## config.mk

```make
export PLATFORM = sky130hd
export DESIGN_NAME = serial_adder_ctrl
export DESIGN_NICKNAME = d
export VERILOG_FILES = /design/src/rtl/serial_adder_ctrl.sv
export SDC_FILE = /design/constraint.sdc
export NUM_CORES = 1
export LEC_CHECK = 0
export ABC_AREA = 1
export BUFFER_PORTS_ARGS = -buffer_cell sky130_fd_sc_hd__clkbuf_2
export CELL_PAD_IN_SITES_DETAIL_PLACEMENT = 1
export CELL_PAD_IN_SITES_GLOBAL_PLACEMENT = 1
export CORE_MARGIN = 5
export CORE_UTILIZATION = 30
export DETAILED_ROUTE_END_ITERATION = 6
export GPL_TIMING_DRIVEN = 0
export PLACE_DENSITY_LB_ADDON = 0.1
export SLEW_MARGIN = 20
export SYNTH_ARGS = -nofsm -noshare
export SYNTH_HDL_FRONTEND = slang
export SYNTH_SLANG_ARGS = --single-unit
```

## constraint.sdc

```tcl
create_clock -name clk -period 1.6 [get_ports clk]
set_input_delay 0.24 -clock clk [delete_from_list [all_inputs] [get_ports clk]]
set_output_delay 0.24 -clock clk [all_outputs]
set_load 0.005 [all_outputs]
```

## src/rtl/serial_adder_ctrl.sv

```systemverilog
// Bit-serial adder: one full-adder cell walks WIDTH-bit operands LSB first,
// one bit per clock, behind a start/busy/done handshake.
module serial_adder_ctrl #(
  parameter int WIDTH = 8,
  parameter int CNT_W = 5
) (
  input  logic             clk,
  input  logic             rst_n,
  input  logic             start,
  input  logic [WIDTH-1:0] a,
  input  logic [WIDTH-1:0] b,
  input  logic             c_in,
  output logic             busy,
  output logic             done,
  output logic [WIDTH-1:0] sum,
  output logic             c_out,
  output logic             overflow
);

  localparam logic [1:0] S_IDLE = 2'd0;
  localparam logic [1:0] S_RUN  = 2'd1;
  localparam logic [1:0] S_DONE = 2'd2;

  logic [1:0]       r_state;
  logic [WIDTH-1:0] r_a_sh;
  logic [WIDTH-1:0] r_b_sh;
  logic [WIDTH-1:0] r_acc;
  logic             r_carry;
  logic [CNT_W-1:0] r_cnt;
  logic             r_busy;
  logic             r_done;
  logic [WIDTH-1:0] r_sum;
  logic             r_c_out;
  logic             r_overflow;

  logic             w_fa_s;
  logic             w_fa_co;
  logic             w_last;
  logic [WIDTH:0]   w_acc_ext;
  logic [WIDTH-1:0] w_acc_next;

  assign w_fa_s     = r_a_sh[0] ^ r_b_sh[0] ^ r_carry;
  assign w_fa_co    = (r_a_sh[0] & r_b_sh[0]) | (r_carry & (r_a_sh[0] ^ r_b_sh[0]));
  assign w_last     = (r_cnt == CNT_W'(WIDTH - 1));
  // Shift right inserting the new bit at the MSB; works for WIDTH=1 too.
  assign w_acc_ext  = {w_fa_s, r_acc};
  assign w_acc_next = w_acc_ext[WIDTH:1];

  always_ff @(posedge clk) begin
    if (!rst_n) begin
      r_state    <= S_IDLE;
      r_a_sh     <= '0;
      r_b_sh     <= '0;
      r_acc      <= '0;
      r_carry    <= 1'b0;
      r_cnt      <= '0;
      r_busy     <= 1'b0;
      r_done     <= 1'b0;
      r_sum      <= '0;
      r_c_out    <= 1'b0;
      r_overflow <= 1'b0;
    end else begin
      r_done <= 1'b0;
      case (r_state)
        S_IDLE: begin
          if (start) begin
            r_a_sh  <= a;
            r_b_sh  <= b;
            r_carry <= c_in;
            r_cnt   <= '0;
            r_acc   <= '0;
            r_busy  <= 1'b1;
            r_state <= S_RUN;
          end
        end
        S_RUN: begin
          r_acc   <= w_acc_next;
          r_a_sh  <= r_a_sh >> 1;
          r_b_sh  <= r_b_sh >> 1;
          r_carry <= w_fa_co;
          r_cnt   <= r_cnt + CNT_W'(1);
          // On the MSB bit the pre-update carry is the carry into the MSB.
          if (w_last) begin
            r_sum      <= w_acc_next;
            r_c_out    <= w_fa_co;
            r_overflow <= r_carry ^ w_fa_co;
            r_done     <= 1'b1;
            r_state    <= S_DONE;
          end
        end
        S_DONE: begin
          r_busy  <= 1'b0;
          r_state <= S_IDLE;
        end
        default: begin
          r_busy  <= 1'b0;
          r_state <= S_IDLE;
        end
      endcase
    end
  end

  assign busy     = r_busy;
  assign done     = r_done;
  assign sum      = r_sum;
  assign c_out    = r_c_out;
  assign overflow = r_overflow;

endmodule

```

# After elaboration in Yosys (flattened, before gate mapping)
# Index checks and enable logic that the tools add are counted.
dict set report word_totals {
  regBits 44
  latchBits 0
  mem_bits_rw 0
  romBits 0
  inputBits 20
  out_inout_bits 12
  word_cells 46
  n_memories 0
}
dict set report classes {
  n_addsub 1
  multipliers 0
  n_div 0
  n_lt_le_gt_ge 0
  n_eq_ne 4
  n_shift 0
  muxes 16
  bitwise_logic 7
  n_reduce_logical 7
}
# operator n
set op_table {}
lappend op_table {{8-bit one-hot mux with 2 select lines} 3}
lappend op_table {{8-bit two-way mux} 3}
lappend op_table {{5-bit one-hot mux with 2 select lines} 1}
lappend op_table {{2-bit AND reduction} 5}
lappend op_table {{5-bit by 1-bit adder with 5-bit output (second input constant)} 1}
lappend op_table {{5-bit by 3-bit == test with 1-bit output (second input constant)} 1}
lappend op_table {{5-bit two-way mux} 1}
lappend op_table {{2-bit two-way mux} 2}
lappend op_table {{2-bit != test (second input constant)} 2}
lappend op_table {{1-bit one-hot mux with 2 select lines} 2}
lappend op_table {{2-bit one-hot mux with 2 select lines} 1}
lappend op_table {{1-bit two-way mux} 3}
lappend op_table {{1-bit XOR} 3}
lappend op_table {{1-bit AND} 2}
lappend op_table {{2-bit by 1-bit == test with 1-bit output (second input constant)} 1}
lappend op_table {{2-bit zero test} 1}
lappend op_table {{2-bit nonzero test} 1}
lappend op_table {{1-bit inverter} 1}
lappend op_table {{1-bit bitwise OR} 1}

# Logic depth before layout (Yosys ltp)
dict set report logic_depth {
  ltp_word 4
  mapped_depth 7
}

# Worst setup path after synthesis
# No wires, ideal clock.
dict set report synth_path {
  path_type {reg-to-reg}
  start {register r_cnt[0]}
  end {register r_c_out, in the netlist c_out}
  setup_ps 120
  arrival_time_ps 1075
  required_ps 1480
  slack_ps 406
  stages_incl_launch_ff 8
  path_buffers 1
  synth_period_minus_slack_ps 1194
  cell_sequence {dfxtp_1 > ha_1 > nand2_1 > inv_1 > nand3_2 > buf_4 > nand2_1 > a21oi_1}
}
dict set report synth_between {
  elab_chain_cells 2
}
# element line_no
set synth_lines {}
lappend synth_lines {{from (decl)} 29} ;# logic [CNT_W-1:0] r_cnt;
lappend synth_lines {{from (signal assigned)} 81} ;# r_cnt <= r_cnt + CNT_W'(1);
lappend synth_lines {{5-bit by 3-bit == test with 1-bit output} 44} ;# assign w_last = (r_cnt == CNT_W'(WIDTH - 1));
lappend synth_lines {{2-bit AND reduction (no source line)} --}
lappend synth_lines {{to (signal assigned)} 85} ;# r_c_out <= w_fa_co;
lappend synth_lines {{to (decl)} 33} ;# logic r_c_out;
# Every way passes these cells.
# A chain may end at the register's enable or synchronous reset.

# Worst setup path after layout
# Same ends and word-level chain as after synthesis.

==> reports/qor.yml <==
drtAntennaViolNets: 0
fmax_ghz: 0.7181
wl_mm: 4.901
grtUsageTotal_pct: 14.24
rsz0062_at_grt: "no"
powerDensity_nw_per_um2: 1016
synthFlopType: "dfxtp_1"
yosys-top-cells-area: "dfxtp_1 47%, nand3_1 16%, nand2_1 12%"
via_per_inst: 4.783
num_antenna_cells: 0
register_area_sq_um: 860.8
drv_slew: 0
grt_pass1_wl_mm: 8.673
fillCellCount: 752
hold_buffers: 0
drt_iter0_markers: 70
setup_viol_count_final: 0
grt.overflow.total: 0
fin_nets: 292
finalSetupTns_ps: 0
layout-drive-gt1-share_pct: 22.51
hold_class: "input port to register"
synth_compound_area_share_pct: 9.596
syn_area_sq_um: 1826
die_h_um: 88.01
finalCriticalPeriod_ps: 1393
grt_max_degree: 14
htreeDepth: 2
multi_input_area_sq_um: 807.0
irDropWorstVdd_uv: 546.4
synthesis.instances: 233
synth_top_area_share_pct: 47.16
p_leak_nw: 0.9249
cp_cell_sequence: "ha_1 > nand2_1 > inv_1 > nand3_2 > buf_4 > nand2_1 > a21oi_1"
hold_violations: 0
crit_arrival_ps: 1560
io_buffers: 30
dieArea_sq_um: 7745
gp_congestion: 0.6936
dpl_cell_area_sq_um: 2069
die_x_um: 88.01
synth.most_common_cell: "nand2_1"
relSlewSlack_pct: 59.89
yosys.area.top_type: "dfxtp_1"
drc_errors: 0
cp-start-kind: "register"
cp.required_ps: 1770
antenna_found_initial: 0
ys_types: 20
ys_seq_area_share_pct: 47.16
synth_top_family_by_area: "simple AND/OR/NAND/NOR gates"
finalCritPeriodShare_pct: 87.03
hpwl_mm: 3.583
cts_tree: "built"
drtPass1Iterations: 4
ios: 32
area_growth_pct: 19.81
cts_root_buffer: "clkbuf_8"
status: "complete, no violations"
synth_nets: 255
clkSlewWorstSetupHoldPaths_ps: 90
grt_pass1_vias: 1758
synth_simple_gate_area_share_pct: 32.83
post_cts_buffers: 0
synth_commonest_cells: "58 x nand2_1, 57 x nand3_1, 43 x dfxtp_1, 18 x a21oi_1, 12 x a31oi_1"
vias: 1655
crit_top_cell: "nand2_1"
path_class: "register to register"
synth_mux_area_share_pct: 0
post_synth_xor_area_fraction_pct: 0
worst_pin_slew_ps: 601.7
synth-adder-area-share_pct: 1.782
cts_resized: 0
cts_sinks: 43
yosys_warnings: 0
clk-insertion-delay-late_ps: 290
power_w: 0.002222
fin_area_sq_um: 2187
cts_max_path_buffers: 2
slowest_delay_ps: 410
tritoncts.num_buffers: 5
path_max_fanout: 10
critPathSlowestCell: "dfxtp_1"
async_reset_ff_share_pct: 0
cap_viol_max_count: 0
syn_avg_cell_area_sq_um: 7.835
wl_per_cell_um: 14.16
core_sq_um: 5921
yosys_register_bits: 43
synth-edff-count: 0
skew_ps: 7.895
placementRows: 28
initial_core_util_pct: 30.83
hold_ws_ps: 170.4
cp-end-kind: "register"
-- placed cells by master (no fill, tap or decap), types with 2 or more instances in the layout --
master    netlist  routed
nand2_1        58      58
nand3_1        57      57
dfxtp_1        43      43
clkbuf_2        0      30
a21oi_1        18      18
a31oi_1        12      12
inv_1          10      10
buf_2           6       6
clkbuf_8        0       6
nor2_1          5       5
buf_6           5       5
nor2_4          3       3
buf_4           3       3
inv_2           2       2
nand3_2         2       2
nand2_2         2       2
o21ai_0         2       2
-- path summary, 6_finish.rpt --
check,from,end,slack (ps),depth (start not counted)
setup / recovery,r_cnt[0]$_SDFFE_PN0P_,c_out$_SDFFE_PN0P_,210,7
hold / removal,b[7],r_b_sh[7]$_SDFFE_PN0P_,170,3
setup reg to reg,r_cnt[0]$_SDFFE_PN0P_,c_out$_SDFFE_PN0P_,210,7
hold reg to reg,r_acc[6]$_SDFFE_PN0P_,sum[5]$_SDFFE_PN0P_,470,2
-- flip-flops by register name, summed over array words and instances (netlist names) --
signal / flops
r_carry: 1
c_out: 1
busy: 1
r_a_sh: 8
r_b_sh: 8
r_acc: 7
sum: 8
done: 1
r_state: 2
r_cnt: 5
overflow: 1
-- stage by stage --
stage,util (%),cells,setup slack (ps)
6_report,36.94,346,207.5
2_1_floorplan,-,233,405.8
4_1_cts,36.94,346,184.8
5_1_grt,36.94,346,65.39
3_5_place_dp,34.95,338,202.3
3_3_place_gp,34.95,338,229.8
-- cell type report --
class,count,area share [%]
Timing Repair Buffer,30,6.865
Inverter,12,2.059
Buffer,15,5.149
Tap cell,75,4.291
Sequential cell,43,39.36
Clock buffer,6,3.776
Multi-Input combinational cell,163,36.90
Clock inverter,2,1.602
-- metal layers --
layer	GRT usage, %	vias up	wire length, um
met4	2.929	0	0
met3	2.916	0	143
li1	-	861	-
met1	19.46	770	2522
met5	0	-	0
met2	23.29	24	2235
-- power by group --
group | switching, W | total, W | internal [W]
logic | 0.000128 | 0.000210 | 0.0000821
registers | 0.0000247 | 0.00113 | 0.00110
clock network | 0.000378 | 0.000884 | 0.000506
-- logic make-up after synthesis --
logic type,Yosys count
flops,43
fa+ha+maj,2
buf+inv,27
simple gates,129
compound gates,32
-- critical path, delay by kind of cell (launching register included) --
family,cells,cell delay [ps]
AOI/OAI and AO/OA,1,60
adders and majority gates,1,190
and+or+nand+nor,3,290
DFF,1,410
buffers and inverters,2,330
Power figures use the tool's default switching activity.
